--- config.mk ---
export PLATFORM = sky130hd
export DESIGN_NAME = instr_fetch_unit_flat
export DESIGN_NICKNAME = d
export VERILOG_FILES = /design/src/rtl/instr_fetch_unit_if.sv /design/src/rtl/instr_fetch_unit.sv /design/src/flat_wrapper.sv
export SDC_FILE = /design/constraint.sdc
export NUM_CORES = 1
export LEC_CHECK = 0
export CAP_MARGIN = 20
export CORE_UTILIZATION = 25
export CTS_CLUSTER_DIAMETER = 120
export DETAILED_ROUTE_END_ITERATION = 10
export GPL_TIMING_DRIVEN = 0
export MAX_ROUTING_LAYER = met4
export PLACE_DENSITY = 0.49
export SLEW_MARGIN = 40
export SYNTH_ARGS = -nofsm -noshare
export SYNTH_HDL_FRONTEND = slang
export SYNTH_SLANG_ARGS = --single-unit
--- constraint.sdc ---
create_clock -name clk_i -period 3.5 [get_ports clk_i]
set_input_delay 0.35 -clock clk_i [delete_from_list [all_inputs] [get_ports clk_i]]
set_output_delay 0.35 -clock clk_i [all_outputs]
set_load 0.01 [all_outputs]
--- src/rtl/instr_fetch_unit_if.sv ---
// Fetch-stage bundle: start/branch control in, ROM address out, ROM data in, decoded-side outputs.
// No storage; pure signal grouping.
// Flow control is stall-based (stall_i freezes the stage); no ready/valid back-pressure here.
interface instr_fetch_unit_if #(
  parameter int ADDR_W  = 8,
  parameter int INSTR_W = 8,
  parameter int CNT_W   = 16
);
  logic               start_i;
  logic [ADDR_W-1:0]  start_addr_i;
  logic               stall_i;
  logic               branch_taken_i;
  logic               branch_back_i;
  logic [ADDR_W-1:0]  branch_off_i;
  logic [ADDR_W-1:0]  rom_addr_o;
  logic [INSTR_W-1:0] rom_data_i;
  logic [INSTR_W-1:0] instr_o;
  logic [ADDR_W-1:0]  instr_pc_o;
  logic               instr_valid_o;
  logic               done_o;
  logic [CNT_W-1:0]   retired_o;

  // Fetch unit side
  modport slave (
    input  start_i, start_addr_i, stall_i, branch_taken_i, branch_back_i, branch_off_i,
    input  rom_data_i,
    output rom_addr_o, instr_o, instr_pc_o, instr_valid_o, done_o, retired_o
  );

  // Execute / ROM / top-level side
  modport master (
    output start_i, start_addr_i, stall_i, branch_taken_i, branch_back_i, branch_off_i,
    output rom_data_i,
    input  rom_addr_o, instr_o, instr_pc_o, instr_valid_o, done_o, retired_o
  );
endinterface

--- src/rtl/instr_fetch_unit.sv ---
// Program counter + fetch register in front of the instruction ROM; resolves relative branches, detects halt.
// Latency: ROM word for pc appears on instr_o one cycle later; each taken branch costs one bubble.
// Backpressure: stall_i freezes pc and the fetch register; branches are ignored while stalled.
module instr_fetch_unit #(
  parameter int                 ADDR_W      = 8,
  parameter int                 INSTR_W     = 8,
  parameter logic [INSTR_W-1:0] HALT_OPCODE = 8'h88,
  parameter int                 CNT_W       = 16
) (
  input logic                 clk_i,
  input logic                 reset_i,
  instr_fetch_unit_if.slave   bus
);

  typedef enum logic [1:0] {
    S_IDLE = 2'd0,
    S_RUN  = 2'd1,
    S_HALT = 2'd2
  } state_t;

  state_t             state;
  logic [ADDR_W-1:0]  pc;
  logic [INSTR_W-1:0] instr_q;
  logic [ADDR_W-1:0]  instr_pc_q;
  logic               valid_q;
  logic               done_q;
  logic [CNT_W-1:0]   retired_q;

  logic               accept;
  logic [ADDR_W-1:0]  seq_pc;
  logic [ADDR_W-1:0]  branch_target;
  logic [CNT_W-1:0]   retired_inc;

  // Execute consumes the registered instruction whenever it is live and not stalled.
  assign accept        = valid_q & ~bus.stall_i;
  // Branch distance is relative to the instruction after the branch; wraps mod 2^ADDR_W.
  assign seq_pc        = instr_pc_q + ADDR_W'(1);
  assign branch_target = bus.branch_back_i ? (seq_pc - bus.branch_off_i)
                                           : (seq_pc + bus.branch_off_i);
  // Retired counter sticks at all-ones rather than wrapping.
  assign retired_inc   = (retired_q == '1) ? retired_q : (retired_q + CNT_W'(1));

  assign bus.rom_addr_o    = pc;
  assign bus.instr_o       = instr_q;
  assign bus.instr_pc_o    = instr_pc_q;
  assign bus.instr_valid_o = valid_q;
  assign bus.done_o        = done_q;
  assign bus.retired_o     = retired_q;

  // Fetch FSM: start/restart, sequential fetch, branch redirect with flush, halt detection.
  always_ff @(posedge clk_i) begin
    if (reset_i) begin
      state      <= S_IDLE;
      pc         <= '0;
      instr_q    <= '0;
      instr_pc_q <= '0;
      valid_q    <= 1'b0;
      done_q     <= 1'b0;
      retired_q  <= '0;
    end else begin
      case (state)
        S_IDLE, S_HALT: begin
          if (bus.start_i) begin
            pc        <= bus.start_addr_i;
            valid_q   <= 1'b0;
            done_q    <= 1'b0;
            retired_q <= '0;
            state     <= S_RUN;
          end else if (accept) begin
            // Only the halt word can be pending here; once taken, nothing is live.
            retired_q <= retired_inc;
            valid_q   <= 1'b0;
          end
        end
        S_RUN: begin
          if (!bus.stall_i) begin
            if (accept) begin
              retired_q <= retired_inc;
            end
            if (accept && bus.branch_taken_i) begin
              // The word at pc is on the wrong path (even if it is halt): drop it.
              pc      <= branch_target;
              valid_q <= 1'b0;
            end else begin
              instr_q    <= bus.rom_data_i;
              instr_pc_q <= pc;
              valid_q    <= 1'b1;
              if (bus.rom_data_i == HALT_OPCODE) begin
                // pc stays parked on the halt address.
                state  <= S_HALT;
                done_q <= 1'b1;
              end else begin
                pc <= pc + ADDR_W'(1);
              end
            end
          end
        end
        default: state <= S_IDLE;
      endcase
    end
  end

endmodule

--- src/flat_wrapper.sv ---
// flat-port wrapper written by rule: the top's interface ports become plain ports
module instr_fetch_unit_flat 
#(
  parameter int                 ADDR_W      = 8,
  parameter int                 INSTR_W     = 8,
  parameter logic [INSTR_W-1:0] HALT_OPCODE = 8'h88,
  parameter int                 CNT_W       = 16
)
  (clk_i, reset_i, bus_start_i, bus_start_addr_i, bus_stall_i, bus_branch_taken_i, bus_branch_back_i, bus_branch_off_i, bus_rom_data_i, bus_rom_addr_o, bus_instr_o, bus_instr_pc_o, bus_instr_valid_o, bus_done_o, bus_retired_o);
  instr_fetch_unit_if #(.ADDR_W(ADDR_W), .INSTR_W(INSTR_W), .CNT_W(CNT_W)) bus_i ();
  input logic clk_i;
  input logic reset_i;
  input wire logic [$bits(bus_i.start_i)-1:0] bus_start_i;
  input wire logic [$bits(bus_i.start_addr_i)-1:0] bus_start_addr_i;
  input wire logic [$bits(bus_i.stall_i)-1:0] bus_stall_i;
  input wire logic [$bits(bus_i.branch_taken_i)-1:0] bus_branch_taken_i;
  input wire logic [$bits(bus_i.branch_back_i)-1:0] bus_branch_back_i;
  input wire logic [$bits(bus_i.branch_off_i)-1:0] bus_branch_off_i;
  input wire logic [$bits(bus_i.rom_data_i)-1:0] bus_rom_data_i;
  output wire logic [$bits(bus_i.rom_addr_o)-1:0] bus_rom_addr_o;
  output wire logic [$bits(bus_i.instr_o)-1:0] bus_instr_o;
  output wire logic [$bits(bus_i.instr_pc_o)-1:0] bus_instr_pc_o;
  output wire logic [$bits(bus_i.instr_valid_o)-1:0] bus_instr_valid_o;
  output wire logic [$bits(bus_i.done_o)-1:0] bus_done_o;
  output wire logic [$bits(bus_i.retired_o)-1:0] bus_retired_o;
  assign bus_i.start_i = bus_start_i;
  assign bus_i.start_addr_i = bus_start_addr_i;
  assign bus_i.stall_i = bus_stall_i;
  assign bus_i.branch_taken_i = bus_branch_taken_i;
  assign bus_i.branch_back_i = bus_branch_back_i;
  assign bus_i.branch_off_i = bus_branch_off_i;
  assign bus_i.rom_data_i = bus_rom_data_i;
  assign bus_rom_addr_o = bus_i.rom_addr_o;
  assign bus_instr_o = bus_i.instr_o;
  assign bus_instr_pc_o = bus_i.instr_pc_o;
  assign bus_instr_valid_o = bus_i.instr_valid_o;
  assign bus_done_o = bus_i.done_o;
  assign bus_retired_o = bus_i.retired_o;
  instr_fetch_unit #(.ADDR_W(ADDR_W), .INSTR_W(INSTR_W), .HALT_OPCODE(HALT_OPCODE), .CNT_W(CNT_W)) u_core (.clk_i(clk_i), .reset_i(reset_i), .bus(bus_i));
endmodule
==> flow_metrics.py, run 1 <==
metrics = {
    "route": {
        "dr.pass1.iters": 4,
        "viasPerCell": 4.77,
        "final_antenna_net_count": 0,
        "drc": 0,
        "wl_um": 7390,
        "wire_per_inst_um": 13.7,
        "num_vias": 2583,
        "dr.first_iter.drc_count": 104,
    },
    "floorplanning": {
        "die_y_um": 106,
        "row_count": 37,
        "die-width_um": 106,
        "core-area_um2": 10400,
        "die_area_um2": 11200,
        "ios": 72,
        "initial_core_util_pct": 26.0,
    },
    "power_and_ir_drop": {
        "powerDensity_nw_per_um2": 331,
        "ir_worst_vdd_v": 0.000201,
        "p_clk_share_pct": 34.3,
        "comb_power_share_pct": 21.2,
        "power_mw": 1.22,
        "switching_share_pct": 27.7,
        "p_sw_mw": 0.337,
        "p_int_mw": 0.882,
        "p_leak_nw": 1.33,
        "p_seq_share_pct": 44.6,
    },
    "finish": {
        "drive_gt1_share_pct": 9.14,
        "syn_to_final_growth_pct": 36.8,
        "layout.cells.non_filler": 541,
        "diodes": 0,
        "fin_util_pct": 35.5,
        "fin_nets": 446,
    },
    "setup_path": {
        "crit_path_start_kind": "input port",
        "r2r_start": "u_core.bus.instr_pc_o[2]",
        "crit_type": "input port to flip-flop",
        "crit_path_max_fanout": 3,
        "cp-startpoint": "bus_branch_off_i[0]",
        "cp.arrival_ps": 2730,
        "crit_path_end_kind": "flip-flop",
        "critical_path_required_ps": 3690,
    },
    "synthesis": {
        "synth_area_leader_cell": "dfxtp_1",
        "synth_ff_type": "dfxtp_1",
        "postSynth.asyncResetShare_pct": 0,
        "syn-instance-count": 327,
        "syn_area_um2": 2690,
        "synth_cell_types": 65,
        "yosysTopAreaCellShare_pct": 32.7,
        "yosys.area_share.adder_pct": 5.86,
        "yosys.area_share.simple_pct": 26.4,
        "synth.area.top_cells": "dfxtp_1 (33%), nand2_1 (7.0%), a21oi_1 (5.6%)",
        "syn-num-nets": 369,
        "ys_top_cells_by_count": "nand2_1 (50), dfxtp_1 (44), nor2_1 (31)",
        "synth_top_family_by_area": "simple AND/OR/NAND/NOR gates",
        "yosysSeqAreaShare_pct": 32.7,
        "synth-edff-count": 0,
        "synth_xor_area_share_pct": 10.4,
        "avgSynthCellArea_um2": 8.23,
        "yosysMostFrequentCell": "nand2_1",
        "yosys_warnings": 0,
        "synth-seq-cells": 44,
        "synth_compound_gate_area_share_pct": 19.3,
        "muxShareOfSynthArea_pct": 1.16,
    },
    "timing": {
        "hold_violations": 0,
        "tightest_slew_ps": 549,
        "max_freq_ghz": 0.394,
        "finClkSkew_ps": 13.0,
        "slew_headroom_pct": 63.4,
        "setup_viol": 0,
        "final.setup.worst_slack_ps": 961,
        "fin_crit_sh_pct": 72.5,
        "rsz0062_at_grt": "no",
        "period_needed_ps": 2540,
        "fin_setup_tns_ps": 0,
        "slew_viol_final": 0,
    },
    "status": {
        "status": "finished clean",
    },
    "clocking": {
        "cts_tree": "done",
        "htreeDepth": 2,
        "numCtsBuffers": 5,
        "root_buffer": "clkbuf_8",
        "clkTransAtPathRegs_ps": 80,
        "hold_buffers": 0,
        "clockBufferDepth": 2,
        "cts_resized": 0,
        "insertion_delay_ps": 300,
        "cts_sinks": 44,
        "cts_setup_buffers": 0,
    },
    "placement": {
        "portBuffers": 70,
        "gp_congestion": 0.809,
        "dpl.hpwl_um": 5660,
        "place_ws_ps": 626,
        "place_inst": 533,
    },
    "min_path": {
        "hold_path.class": "flip-flop to flip-flop",
        "hp-start": "u_core.bus.instr_o[0]",
    },
    "run": {
        "cap_violations": 0,
    },
    "global_routing": {
        "grt_pass1_vias": 2449,
        "antenna_found_initial": 0,
        "grt_max_degree": 15,
        "overflow": 0,
        "grtUsageTotal_pct": 13.8,
        "top_usage_layer": "met2",
        "use_met2_pct": 21.6,
        "grt_pass1_wl_um": 12100,
        "global_route.usage.met3_pct": 1.92,
        "grtUsageMet1_pct": 18.6,
    },
}
[registers in the layout, summed over array words and instances, names as in the netlist]
register and flops:
u_core.bus.retired_o 16, u_core.bus.instr_valid_o 1, u_core.state 2, u_core.bus.done_o 1
u_core.bus.instr_pc_o 8, u_core.bus.rom_addr_o 8, u_core.bus.instr_o 8
[metal layers]
| metal | routed length, um | part of all wire, % |
|---|---|---|
| met1 | 3630 | 49 |
| met5 | 0 | 0 |
| met3 | 268 | 3.6 |
| met2 | 3420 | 46 |
| met4 | 71 | 0.96 |
[final cells by class]
cell class | instances | area [um2]
well taps | 136 | 170
inverters | 7 | 26.3
multi-input cells | 263 | 1700
fillers | 1104 | 6690
clock inverters | 2 | 38.8
clock buffers | 6 | 82.6
flip-flops and latches | 44 | 881
plain buffers | 13 | 85.1
repair buffers | 70 | 701
[layout by cell type (no fill, tap or decap), types with 2 or more instances in the layout]
cell	netlist	routed
ha_1	11	11
and3_1	8	8
and3_2	2	2
nor2_1	31	31
a31oi_1	6	6
buf_4	3	3
nand3b_1	2	2
a41oi_2	2	2
o21ai_0	7	7
clkbuf_1	5	5
nand4_1	6	6
inv_1	7	7
nand3_1	12	12
dfxtp_1	44	44
buf_6	3	3
xor2_1	15	15
nor4b_2	2	2
nand2b_1	2	2
clkdlybuf4s50_1	0	70
nand2_1	50	50
o21ai_1	2	2
xnor2_1	17	17
o22ai_1	2	2
clkbuf_8	0	6
and2_1	2	2
and4_1	2	2
a211oi_1	5	5
o21a_1	2	2
o211ai_1	2	2
nor3_1	8	8
a21oi_1	30	30
mux2i_1	2	2
[per-stage QoR]
stage / hold WS [ps] / instance area (um2)
final: 467 / 3680
after global routing: 494 / 3680
after CTS: 467 / 3680
after detailed placement: 451 / 3560
after global placement: 448 / 3560
after floorplan: 451 / 2690
[worst max-delay path, cell delays in order]
cell and delay (ps):
clkdlybuf4s50_1 520, inv_1 60, ha_1 270, mux2i_1 110, fa_1 460, a21o_1 170
a21oi_1 210, o21ai_0 140, xnor2_1 160, a2111oi_2 280
[worst paths after layout]
path,to,slack (ps),cells after the start
setup / recovery,u_core.bus.rom_addr_o[6],960,10
hold / removal,u_core.bus.instr_o[0],470,2
setup reg to reg,u_core.bus.rom_addr_o[7],1160,9
hold reg to reg,u_core.bus.instr_o[0],470,2
[cells by family after synthesis]
logic type / count (synthesis)
AND/OR/NAND/NOR: 141
AO/OA/AOI/OAI: 75
flip-flops: 44
XOR/XNOR: 32
buffers and inverters: 20
adder cells (fa/ha/maj): 12
multiplexers: 3
[power groups by stage]
stage / Sequential (mW) / Combinational (mW) / Clock [mW]
4_1_cts: 0.544 / 0.261 / 0.432
3_5_place_dp: 0.555 / 0.260 / 0
3_3_place_gp: 0.555 / 0.259 / 0
6_report: 0.544 / 0.258 / 0.418
2_1_floorplan: 0.555 / 0.146 / 0
5_1_grt: 0.548 / 0.286 / 0.448
Power figures use the tool's default switching activity.
==> run 2: changes to the inputs <==
- clock period: 3.5 -> 2.35 ns (I/O delays scaled with it)
==> run 2 against run 1 <==
Via count is essentially flat. Register-to-register slack lost 1000 ps. Die area is the same. Clock power grew 49%. Total power grew 50%. Clock-buffer cell count is the same. Final cell count grew 0.37%. Sequential power grew 49%. Clock skew is essentially flat. Worst hold slack is essentially flat.
==> flow_metrics.py, run 2 (synthesis results as in run 1) <==
metrics = {
    "finish": {
        "layout.cells.most_common": "clkdlybuf4s50_1",
        "layout.cells.non_filler": 543,
        "diodes": 0,
        "syn_to_final_growth_pct": 39.3,
        "final_cell_mix": "clkdlybuf4s50_1 (67), nand2_1 (50), dfxtp_1 (39), nor2_1 (31), a21oi_1 (29)",
        "num-fill-cells": 1100,
        "largest_reg_flops": 16,
        "fin_nets": 448,
        "drive_gt1_share_pct": 12.3,
    },
    "placement": {
        "portBuffers": 70,
        "place_ws_ps": -409,
        "dpl.hpwl_um": 5660,
        "gp_congestion": 0.809,
        "place_inst": 533,
    },
    "global_routing": {
        "grt_pass1_wl_um": 12100,
        "grt_pass1_vias": 2466,
        "grtUsageTotal_pct": 13.8,
        "antenna_found_initial": 0,
        "grt_max_degree": 15,
        "overflow": 0,
    },
    "setup_path": {
        "crit_chain": "clkdlybuf4s50_1 -> nor2_1 -> a21oi_1 -> xnor2_1 -> ha_4 -> or2_2 -> a21oi_1 -> a31oi_1 -> xnor2_1 -> o41ai_1",
        "reg2reg_to": "u_core.bus.rom_addr_o[7]",
        "crit_path_start_kind": "input port",
        "crit_path_end_kind": "flip-flop",
        "cpMaxStageDelayCell": "clkdlybuf4s50_1",
        "crit_family": "compound AO/OA/AOI/OAI gates",
        "crit_path_max_fanout": 4,
        "r2r_start": "u_core.bus.instr_pc_o[2]",
        "crit_type": "input port to flip-flop",
        "worst-path-buf-inv": 1,
        "r2r_slack_ps": 160,
        "cp.arrival_ps": 2410,
        "reg2reg_depth": 9,
        "slowest_delay_ps": 550,
        "critical_path_required_ps": 2550,
    },
    "run": {
        "cap_violations": 0,
    },
    "timing": {
        "slew_headroom_pct": 63.5,
        "finClkSkew_ps": 13.1,
        "tightest_slew_ps": 547,
        "period_needed_ps": 2210,
        "fin_crit_sh_pct": 93.9,
        "fin_hold_ws_ps": 467,
        "max_freq_ghz": 0.453,
        "hold_violations": 0,
        "final.setup.worst_slack_ps": 144,
        "setup_viol": 0,
        "rsz0062_at_grt": "no",
        "slew_viol_final": 0,
    },
    "floorplanning": {
        "die_y_um": 106,
        "die-width_um": 106,
        "core-area_um2": 10400,
        "die_area_um2": 11200,
        "row_count": 37,
        "initial_core_util_pct": 26.0,
        "ios": 72,
    },
    "min_path": {
        "hold_path.class": "flip-flop to flip-flop",
        "hold_end": "u_core.bus.instr_o[0]",
        "hp-start": "u_core.bus.instr_o[0]",
        "min_path_cells": 2,
    },
    "clocking": {
        "numCtsBuffers": 5,
        "clockBufferDepth": 2,
        "clkTransAtPathRegs_ps": 90,
        "insertion_delay_ps": 300,
        "htreeDepth": 2,
        "cts_tree": "done",
        "cts_sinks": 44,
        "root_buffer": "clkbuf_8",
        "hold_buffers": 0,
    },
    "route": {
        "final_antenna_net_count": 0,
        "drc": 0,
        "dr.first_iter.drc_count": 106,
        "viasPerCell": 4.76,
        "wl_um": 7480,
        "wire_per_inst_um": 13.8,
        "dr.pass1.iters": 4,
        "num_vias": 2585,
    },
    "power_and_ir_drop": {
        "ir_worst_vdd_v": 0.000299,
        "powerDensity_nw_per_um2": 487,
        "p_leak_nw": 1.38,
        "power_mw": 1.83,
    },
    "status": {
        "status": "finished clean",
    },
}
run 2: worst max path at each step:
stage                     cells past startpoint                startpoint                       end  slack [ps]
final                                        10       bus_branch_off_i[3]  u_core.bus.rom_addr_o[7]         140
after global placement                       10       bus_branch_off_i[0]  u_core.bus.rom_addr_o[6]        -370
after global routing                          9  u_core.bus.instr_pc_o[2]  u_core.bus.rom_addr_o[7]          40
after floorplan                               7  u_core.bus.instr_pc_o[0]  u_core.bus.rom_addr_o[6]         170
after CTS                                    10       bus_branch_off_i[0]  u_core.bus.rom_addr_o[7]           8
after detailed placement                     10       bus_branch_off_i[0]  u_core.bus.rom_addr_o[6]        -410
run 2: layer usage:
| metal | global-route usage [%] | routed length [um] | vias to the layer above |
|---|---|---|---|
| met5 | - | 0 | - |
| met1 | 18.6 | 3660 | 1206 |
| met3 | 2.04 | 252 | 7 |
| li1 | - | - | 1319 |
| met2 | 21.6 | 3500 | 53 |
| met4 | 3.67 | 71 | 0 |
run 2: per-stage QoR:
stage	utilization (%)	area, um2	TNS [ps]
floorplan	-	2690	0
global placement	34.4	3560	-1310
detailed placement	34.4	3560	-1450
CTS	35.8	3710	0
global route	36.2	3750	0
finish	36.2	3750	0
run 2: repair_timing:
action                                  in CTS  in global routing
buffers inserted                             1                  1
endpoints found under the setup margin       2                  5
gates resized for setup                      5                 10
pin swaps                                    1                  3
gates cloned                                 0                  0
run 2: cell type report:
cell class                      instances  area [um2]  area share (%)
Inverter                                7        26.3           0.700
Buffer                                 13        85.1            2.27
Tap cell                              136         170            4.54
Clock inverter                          2        38.8            1.03
Clock buffer                            6        82.6            2.20
Multi-Input combinational cell        263        1740            46.3
Sequential cell                        44         890            23.7
Timing Repair Buffer                   72         723            19.3
run 2: worst min-delay path, stage by stage, from the launching register on:
cell and delay (ps):
dfxtp_1 320, nand2_1 50, a21oi_1 50
run 2: power breakdown:
| part | total (mW) | internal (mW) | switching, mW |
|---|---|---|---|
| registers | 0.809 | 0.770 | 0.0393 |
| logic | 0.398 | 0.203 | 0.195 |
| clock network | 0.621 | 0.348 | 0.273 |
| total | 1.83 | 1.32 | 0.508 |
